<file path="src/rtl/fetch_unit.sv">
// Instruction-fetch stage: drives the imem request/ready handshake from the current PC,
// loads the IF/ID register, skids one word across decode stalls and squashes wrong-path fetches.
module fetch_unit #(
   parameter logic [31:0] NOP_INSTR = 32'h0000_0000
) (
   input  logic        clk,
   input  logic        rst,
   input  logic [31:0] pc_i,
   output logic        pc_stall_o,
   output logic        imem_req_o,
   output logic [31:0] imem_addr_o,
   input  logic        imem_ready_i,
   input  logic [31:0] imem_rdata_i,
   input  logic        stall_i,
   input  logic        flush_i,
   output logic        if_id_valid_o,
   output logic [31:0] if_id_instr_o,
   output logic [31:0] if_id_pc_o,
   output logic [31:0] if_id_pc4_o
);

   localparam int DATA_W = 32;

   typedef enum logic [1:0] {S_REQ, S_HOLD, S_DROP} state_t;

   state_t              state_q;
   logic                vld_p1;
   logic [DATA_W-1:0]   instr_p1;
   logic [DATA_W-1:0]   pc_p1;
   logic [DATA_W-1:0]   pc4_p1;
   logic [DATA_W-1:0]   skid_instr;
   logic [DATA_W-1:0]   skid_pc;
   logic [DATA_W-1:0]   addr_q;

   logic xfer_done;
   logic load_ok;
   logic req_load;
   logic hold_load;

   function automatic logic [DATA_W-1:0] pc_plus4(input logic [DATA_W-1:0] pc);
      return pc + DATA_W'(4);
   endfunction

   always_comb begin
      // The request is gated by reset so memory never sees a request while the stage is held in reset.
      imem_req_o  = rst && (state_q != S_HOLD);
      imem_addr_o = (state_q == S_DROP) ? addr_q : pc_i;
      case (state_q)
         S_REQ:   pc_stall_o = ~imem_ready_i & ~flush_i;
         S_HOLD:  pc_stall_o = ~flush_i;
         default: pc_stall_o = 1'b1;
      endcase
      if (!rst) pc_stall_o = 1'b1;
      xfer_done = imem_req_o & imem_ready_i;
      load_ok   = ~stall_i | ~vld_p1;
      req_load  = (state_q == S_REQ) & xfer_done & ~flush_i & load_ok;
      hold_load = (state_q == S_HOLD) & ~flush_i & ~stall_i;
   end

   // Handshake control, skid buffer and wrong-path address
   always_ff @(posedge clk or negedge rst) begin
      if (!rst) begin
         state_q    <= S_REQ;
         skid_instr <= '0;
         skid_pc    <= '0;
         addr_q     <= '0;
      end else begin
         case (state_q)
            S_REQ: begin
               if (xfer_done && !flush_i && !load_ok) begin
                  skid_instr <= imem_rdata_i;
                  skid_pc    <= pc_i;
                  state_q    <= S_HOLD;
               end else if (!xfer_done && flush_i) begin
                  addr_q  <= pc_i;
                  state_q <= S_DROP;
               end
            end
            S_HOLD: begin
               if (flush_i || !stall_i) state_q <= S_REQ;
            end
            S_DROP: begin
               // The in-flight wrong-path word is consumed and thrown away.
               if (xfer_done) state_q <= S_REQ;
            end
            default: state_q <= S_REQ;
         endcase
      end
   end

   // IF/ID pipeline register
   always_ff @(posedge clk or negedge rst) begin
      if (!rst) begin
         vld_p1   <= 1'b0;
         instr_p1 <= NOP_INSTR;
         pc_p1    <= '0;
         pc4_p1   <= '0;
      end else if (flush_i) begin
         vld_p1   <= 1'b0;
         instr_p1 <= NOP_INSTR;
      end else if (req_load) begin
         vld_p1   <= 1'b1;
         instr_p1 <= imem_rdata_i;
         pc_p1    <= pc_i;
         pc4_p1   <= pc_plus4(pc_i);
      end else if (hold_load) begin
         vld_p1   <= 1'b1;
         instr_p1 <= skid_instr;
         pc_p1    <= skid_pc;
         pc4_p1   <= pc_plus4(skid_pc);
      end else if (!stall_i) begin
         vld_p1   <= 1'b0;
         instr_p1 <= NOP_INSTR;
      end
   end

   assign if_id_valid_o = vld_p1;
   assign if_id_instr_o = instr_p1;
   assign if_id_pc_o    = pc_p1;
   assign if_id_pc4_o   = pc4_p1;

endmodule

</file>
<file path="config.mk">
export PLATFORM = sky130hd
export DESIGN_NAME = fetch_unit
export DESIGN_NICKNAME = d
export VERILOG_FILES = /design/src/rtl/fetch_unit.sv
export SDC_FILE = /design/constraint.sdc
export NUM_CORES = 1
export LEC_CHECK = 0
export ABC_AREA = 1
export CAP_MARGIN = 20
export CORE_ASPECT_RATIO = 1.4
export CORE_MARGIN = 10
export CORE_UTILIZATION = 45
export DETAILED_ROUTE_END_ITERATION = 12
export DONT_BUFFER_PORTS = 1
export PLACE_DENSITY = 0.59
export SYNTH_ARGS = -nofsm -noshare
export SYNTH_HDL_FRONTEND = slang
export SYNTH_SLANG_ARGS = --single-unit
</file>
<file path="constraint.sdc">
create_clock -name clk -period 5.9 [get_ports clk]
set_clock_uncertainty 0.2 [all_clocks]
set_input_delay 0.59 -clock clk [delete_from_list [all_inputs] [get_ports clk]]
set_output_delay 0.59 -clock clk [all_outputs]
set_load 0.05 [all_outputs]
</file>
==> load_flow_metrics.sql, run 1 <==
INSERT INTO impl_metrics (metric_group, metric, value, unit) VALUES
('cts', 'cts.sinks', '193', ''),
('timing', 'grt_setup_unrepaired', 'no', ''),
('worst_hold_path', 'timing.hold.worst.class', 'in -> async', ''),
('global_routing', 'grt_remaining_overflow', '0', ''),
('status', 'status', 'complete, no violations', ''),
('setup_path', 'crit_fanout', '37', ''),
('flow_run', 'max-cap-violations', '0', ''),
('route', 'detail_route.wl_per_cell', '19.45', 'um'),
('route', 'route.detailed.vias_per_inst', '5.308', ''),
('global_routing', 'grt_first_pass_wirelength', '39560', 'um'),
('route', 'detailedRoute.firstIterationViolations', '368', ''),
('power', 'power.ir.vdd_worst', '180.8', 'uV'),
('setup_path', 'setup_cp_type', 'reg -> reg', ''),
('layout', 'total_inserted_antenna_cells', '0', ''),
('logic_synthesis', 'synth.largest_area_cell', 'sky130_fd_sc_hd__dfrtp_1', ''),
('setup_path', 'cp_data_required_time', '6.01', 'ns'),
('logic_synthesis', 'synth_top_area_share', '53.29', '%'),
('layout', 'post_route_insts_no_fill', '1287', ''),
('placement', 'numPortBuffers', '0', ''),
('logic_synthesis', 'yosys.area_share.adder', '0.1381', '%'),
('logic_synthesis', 'synth-edff-count', '0', ''),
('cts', 'cts_inserted_buffers', '17', ''),
('route', 'dr.pass1.iters', '5', ''),
('floorplanning', 'fp-row-count', '61', ''),
('layout', 'post_layout_nets', '1093', ''),
('setup_path', 'crit_chain', 'nand2_1 > nand3_2 > nor2_4 > buf_4 > inv_2 > nand2_1 > nand2_1 > nand2_1 > nor2_1 > nand2_1 > nor2_2 > nand2_1 > nand2_1 > nand3_1 > nand2_1', ''),
('timing', 'fmaxAchievable', '254.5', 'MHz'),
('floorplanning', 'dieArea', '0.02630', 'mm^2'),
('timing', 'finalSetupViolations', '0', ''),
('logic_synthesis', 'synthDistinctLibCells', '37', ''),
('logic_synthesis', 'ys.warnings.count', '0', ''),
('timing', 'hold_viol', '0', ''),
('logic_synthesis', 'synth_top_family_by_area', 'simple AND/OR/NAND/NOR gates', ''),
('route', 'drt.antenna.violating_nets', '0', ''),
('power', 'power.static_leakage', '4.793', 'nW'),
('cts', 'cts_root_buffer', 'sky130_fd_sc_hd__clkbuf_16', ''),
('setup_path', 'worst-endpoint-arrival', '4.04', 'ns'),
('logic_synthesis', 'ys_ff_latch', '193', ''),
('timing', 'period_needed', '3.930', 'ns'),
('global_routing', 'grt_antenna_before_repair', '0', ''),
('placement', 'place_inst', '1253', ''),
('cts', 'cts_tree', 'built', ''),
('placement', 'dp_slack', '1.974', 'ns'),
('logic_synthesis', 'post_synth_most_frequent_cells', '303 x sky130_fd_sc_hd__nand2_1, 193 x sky130_fd_sc_hd__dfrtp_1, 144 x sky130_fd_sc_hd__o21ai_0', ''),
('timing', 'setup_tns', '0', 'ns'),
('timing', 'max_slew.worst_pin.slew', '1.138', 'ns'),
('placement', 'detailed_place_hpwl', '17480', 'um'),
('cts', 'ctsResizeCount', '0', ''),
('logic_synthesis', 'post_synth_and_or_nand_nor_area_fraction', '23.79', '%'),
('timing', 'final_min_period_over_clock_period', '66.60', '%'),
('logic_synthesis', 'multiplexer_share_of_the_synthesized_area', '3.976', '%'),
('logic_synthesis', 'synthFlopType', 'sky130_fd_sc_hd__dfrtp_1', ''),
('route', 'drcViolationCount', '0', ''),
('logic_synthesis', 'post_synthesis_sequential_area_ratio', '53.29', '%'),
('floorplanning', 'top_level_ports', '200', ''),
('logic_synthesis', 'synth_fp_nets', '1124', ''),
('placement', 'area_post_placement', '0.009214', 'mm^2'),
('global_routing', 'global_route.usage.total', '18.91', '%'),
('logic_synthesis', 'post_synth.cell_area_avg', '8.598', 'um^2'),
('floorplanning', 'design.core.area', '0.01984', 'mm^2'),
('logic_synthesis', 'synth_compound_area_share', '12.66', '%'),
('power', 'power.density_cell_area', '434.9', 'mW/mm^2'),
('logic_synthesis', 'cell_with_the_most_instances_after_synthesis', 'sky130_fd_sc_hd__nand2_1', ''),
('logic_synthesis', 'postSynthCellCount', '1054', ''),
('floorplanning', 'chipHeight', '187.9', 'um'),
('cts', 'h-tree-depth', '4', ''),
('global_routing', 'grt_start_max_net_pins', '194', ''),
('setup_path', 'critical_path.slowest_cell', 'sky130_fd_sc_hd__dfrtp_1', ''),
('setup_path', 'worstSetupEndpointType', 'flop', ''),
('floorplanning', 'initial_core_util', '45.67', '%'),
('logic_synthesis', 'netlist_top_cells_area', 'sky130_fd_sc_hd__dfrtp_1 53%, sky130_fd_sc_hd__nand2_1 13%, sky130_fd_sc_hd__o21ai_0 8.0%', '');
==> cells in the final DEF, fill, tap and decap left out, drive strengths merged, types with 2 or more instances in the layout <==
cell type  count
nand2        326
dfrtp        193
o21ai        149
nor2          79
inv           71
nand3         65
a22oi         36
mux2          32
clkbuf        21
buf           10
nand4          8
o21a           6
a21oi          5
or2            5
clkinv         5
nor3           4
o21bai         3
o22ai          3
bufinv         3
nand3b         3
a31oi          2
xor2           2
clkinvlp       2
==> routing by layer <==
| metal | up-vias | global-route usage [%] | wire (um) |
|---|---|---|---|
| met3 | 22 | 8.521 | 2487 |
| met4 | 0 | 6.768 | 576 |
| li1 | 3386 | - | - |
| met1 | 3239 | 21.69 | 9742 |
| met2 | 185 | 30.45 | 12230 |
| met5 | - | 0 | 0 |
==> kinds of logic (layout without fill, tap and decap cells) <==
family          count (synthesis)  count (layout)
simple gates                  490             490
flops                         193             193
mux                            32              32
compound gates                205             205
fa+ha+maj                       1               1
buf+inv                       131             112
xor+xnor                        2               2
==> final cells by class <==
| class | count | area (um^2) | area share [%] |
|---|---|---|---|
| Clock buffer | 21 | 470.5 | 4.763 |
| Clock inverter | 10 | 133.9 | 1.355 |
| Inverter | 71 | 266.5 | 2.698 |
| Multi-Input combinational cell | 730 | 3730 | 37.76 |
| Tap cell | 252 | 315.3 | 3.192 |
| Timing Repair Buffer | 10 | 131.4 | 1.330 |
| Sequential cell | 193 | 4830 | 48.90 |
==> registers in the layout (all words and copies together), names as in the netlist <==
name / cells
if_id_instr_o: 32
if_id_pc_o: 32
if_id_valid_o: 1
addr_q: 32
skid_instr: 32
skid_pc: 32
if_id_pc4_o: 30
state_q: 2
==> path summary, 6_finish.rpt <==
| check | from | to | slack [ns] | cells after the start |
|---|---|---|---|---|
| worst max-delay path | if_id_valid_o | if_id_pc4_o[29] | 1.97 | 15 |
| worst min-delay path | rst | if_id_pc4_o[4] | 0.01 | 1 |
| worst max register to register | if_id_valid_o | if_id_pc4_o[29] | 1.97 | 15 |
| worst min register to register | skid_pc[16] | skid_pc[16] | 0.28 | 2 |
| max in group asynchronous | rst | addr_q[30] | 4.69 | 1 |
| min in group clk | imem_rdata_i[24] | if_id_instr_o[24] | 0.09 | 2 |
==> timing repair <==
action,4_1_cts,5_1_grt
setup endpoints to repair,0,0
hold endpoints to repair,193,0
hold buffers,1,0
==> where the power goes <==
group	internal (mW)	total (mW)	switching, mW
clock	0.697	1.19	0.496
sequential	1.57	2.25	0.679
combinational	0.211	0.850	0.639
total	2.48	4.30	1.81
==> critical path, delay by kind of cell, from the launching register on <==
kind                   cells  cell delay [ns]
buffers and inverters      2             0.90
flip-flops                 1             0.59
AND/OR/NAND/NOR           13             2.09
==> per-stage QoR <==
stage / hold slack, ns / total power, mW
2_1_floorplan: 0.09441 / 2.912
3_3_place_gp: 0.1052 / 3.093
3_5_place_dp: 0.1048 / 3.117
4_1_cts: 0.06777 / 4.350
5_1_grt: 0.07453 / 4.513
6_report: 0.01213 / 4.295
Note: power is estimated with default switching activity, not from simulation.
==> inputs of run 2 (changes only) <==
==> constraint.sdc (replaced) <==
create_clock -name clk -period 3.8 [get_ports clk]
set_clock_uncertainty 0.2 [all_clocks]
set_input_delay 0.38 -clock clk [delete_from_list [all_inputs] [get_ports clk]]
set_output_delay 0.38 -clock clk [all_outputs]
set_load 0.05 [all_outputs]
==> run 2 against run 1 <==
Compared with the run above: the flow now finishes with violations (negative hold slack); fmax is 29% higher; count of clock-buffer cells in the layout down 2; first-iteration DRC count is 9.0% higher; largest cell class unchanged.
==> load_flow_metrics.sql, run 2 (same netlist as run 1, synthesis figures left out) <==
INSERT INTO impl_metrics (metric_group, metric, value, unit) VALUES
('setup_path', 'worstReg2RegEnd', 'if_id_pc4_o[22]', ''),
('layout', 'multi_input_gate_area_in_the_final_layout', '0.003730', 'mm^2'),
('timing', 'slew-limit-headroom', '21.49', '%'),
('cts', 'h-tree-depth', '4', ''),
('power', 'power.ir.vdd_worst', '297.7', 'uV'),
('power', 'power.static_leakage', '5.049', 'nW'),
('cts', 'ctsResizeCount', '0', ''),
('floorplanning', 'fp-row-count', '61', ''),
('timing', 'finalSetupViolations', '0', ''),
('timing', 'setup_tns', '0', 'ns'),
('setup_path', 'worstSetupEndpointType', 'flop', ''),
('layout', 'areaGrowthSynthToFinish', '15.85', '%'),
('setup_path', 'ff2ff_setup_slack', '0.75', 'ns'),
('layout', 'register_area', '0.004830', 'mm^2'),
('cts', 'cts_inserted_buffers', '17', ''),
('route', 'dr_total_vias', '7163', ''),
('placement', 'final_estimated_routing_congestion_in_global_placement', '0.9028', ''),
('timing', 'slew_viol_final', '0', ''),
('setup_path', 'worst-endpoint-arrival', '3.16', 'ns'),
('timing', 'hold_viol', '193', ''),
('route', 'met2RoutedLength', '12890', 'um'),
('route', 'route.detailed.vias_per_inst', '5.282', ''),
('timing', 'fmaxAchievable', '328.3', 'MHz'),
('setup_path', 'crit_fanout', '25', ''),
('global_routing', 'global_route.usage.total', '19.38', '%'),
('floorplanning', 'design.core.area', '0.01984', 'mm^2'),
('setup_path', 'cp_data_required_time', '3.91', 'ns'),
('placement', 'dp_slack', '0.7713', 'ns'),
('layout', 'most-common-layout-cells', '302 x sky130_fd_sc_hd__nand2_1, 193 x sky130_fd_sc_hd__dfrtp_1, 112 x sky130_fd_sc_hd__o21ai_0', ''),
('timing', 'timing.hold.ws', '-0.5528', 'ns'),
('route', 'detail_route.wirelength.met1', '10160', 'um'),
('floorplanning', 'top_level_ports', '200', ''),
('global_routing', 'grt_remaining_overflow', '0', ''),
('layout', 'drive_above_1_share', '12.59', '%'),
('timing', 'postLayoutSetupSlackWorst', '0.7543', 'ns'),
('placement', 'numPortBuffers', '0', ''),
('floorplanning', 'dieArea', '0.02630', 'mm^2'),
('cts', 'ctsLongestPathBuffers', '2', ''),
('route', 'detail_route.wl_per_cell', '18.92', 'um'),
('cts', 'clock_pin_slew_on_the_worst_setup_and_hold_paths', '0.07', 'ns'),
('cts', 'post-cts-setup-buffers', '0', ''),
('cts', 'cts_root_buffer', 'sky130_fd_sc_hd__clkbuf_16', ''),
('placement', 'detailed_place_hpwl', '17660', 'um'),
('floorplanning', 'initial_core_util', '45.67', '%'),
('setup_path', 'crit-reg2reg-launch', 'if_id_valid_o', ''),
('route', 'drt.antenna.violating_nets', '0', ''),
('global_routing', 'first_global_vias', '7296', ''),
('flow_run', 'max-cap-violations', '0', ''),
('cts', 'cts_tree', 'built', ''),
('route', 'drcViolationCount', '0', ''),
('timing', 'grt_setup_unrepaired', 'no', ''),
('route', 'dr.pass1.iters', '5', ''),
('cts', 'cts.sinks', '193', ''),
('status', 'violations', 'negative hold slack', ''),
('global_routing', 'grt_antenna_before_repair', '0', ''),
('global_routing', 'grt_first_pass_wirelength', '41190', 'um'),
('global_routing', 'grt_start_max_net_pins', '197', ''),
('setup_path', 'setup_cp_type', 'reg -> reg', ''),
('route', 'wl', '25660', 'um'),
('timing', 'final_min_period_over_clock_period', '80.15', '%'),
('layout', 'leading_cell_type_in_the_layout_fill_and_taps_excluded', 'sky130_fd_sc_hd__nand2_1', ''),
('cts', 'post_cts_hold_buffer_count', '64', ''),
('setup_path', 'reg2regPathDepth', '13', ''),
('layout', 'final.fill_count', '1909', ''),
('route', 'dr.max_layer_used', 'met4', ''),
('layout', 'total_inserted_antenna_cells', '0', ''),
('setup_path', 'critPathLaunchType', 'flop', ''),
('layout', 'post_layout_nets', '1161', ''),
('status', 'status', 'complete, but fails checks', ''),
('floorplanning', 'floorplan.die.width', '139.9', 'um'),
('timing', 'max_slew.worst_pin.slew', '1.170', 'ns'),
('route', 'wl_met3', '2264', 'um'),
('worst_hold_path', 'timing.hold.worst.class', 'in -> async', ''),
('power', 'power.density_cell_area', '634.2', 'mW/mm^2'),
('floorplanning', 'chipHeight', '187.9', 'um'),
('power', 'total_power', '6.658', 'mW'),
('timing', 'period_needed', '3.046', 'ns'),
('cts', 'clock_network_latency_to_the_later_pin_of_the_worst_skew_pair', '0.42', 'ns'),
('route', 'detailedRoute.firstIterationViolations', '401', '');
-- run 2: worst max-delay path, stage by stage, from the launching register on --
cell and delay [ns]:
sky130_fd_sc_hd__dfrtp_1 0.60, sky130_fd_sc_hd__nand2_1 0.17, sky130_fd_sc_hd__nand3_2 0.12, sky130_fd_sc_hd__nor2_4 0.41, sky130_fd_sc_hd__buf_4 0.34, sky130_fd_sc_hd__nand2_1 0.08
sky130_fd_sc_hd__nand2_1 0.13, sky130_fd_sc_hd__nand2_1 0.14, sky130_fd_sc_hd__nor2_4 0.19, sky130_fd_sc_hd__nand2_1 0.12, sky130_fd_sc_hd__nor2_4 0.15, sky130_fd_sc_hd__nand2_1 0.10
sky130_fd_sc_hd__o21bai_1 0.13, sky130_fd_sc_hd__nor2_1 0.05
-- run 2: area by class of cell --
type                       count  area share (%)
multi-input combinational    730           35.53
clock inverter                13           1.454
clock buffer                  19           4.219
inverter                      71           2.538
sequential                   193           46.00
timing repair buffer          78           7.258
tap                          252           3.003
-- run 2: stage by stage --
stage | instances | hold slack, ns | cell area, um^2 | util [%]
floorplan | 1054 | -0.1156 | 9062 | -
global placement | 1258 | -0.1059 | 9231 | 46.52
detailed placement | 1258 | -0.1057 | 9231 | 46.52
CTS | 1354 | -0.5737 | 10470 | 52.75
global route | 1356 | -0.5819 | 10500 | 52.91
finish | 1356 | -0.5528 | 10500 | 52.91
-- run 2: power by group --
| part | total [mW] | switching (mW) | internal, mW |
|---|---|---|---|
| logic | 1.35 | 0.974 | 0.372 |
| clock network | 1.81 | 0.811 | 1.00 |
| registers | 3.50 | 1.06 | 2.44 |
| total | 6.66 | 2.84 | 3.82 |
-- run 2: per-layer routing --
layer  up-vias  track usage, %
met1      3429           21.94
met5         -               0
met2       204           32.87
met3        20           7.712
met4         0           5.573
li1       3510               -
-- run 2: worst max path at each step --
stage	slack, ns	startpoint	cells past startpoint	to
after floorplan	1.25	state_q[1]	5	imem_addr_o[0]
after global placement	0.81	if_id_valid_o	13	if_id_pc4_o[24]
after detailed placement	0.77	if_id_valid_o	13	if_id_pc4_o[22]
after CTS	0.75	if_id_valid_o	13	if_id_pc4_o[22]
after global routing	0.50	if_id_valid_o	14	if_id_pc4_o[22]
final	0.75	if_id_valid_o	13	if_id_pc4_o[22]
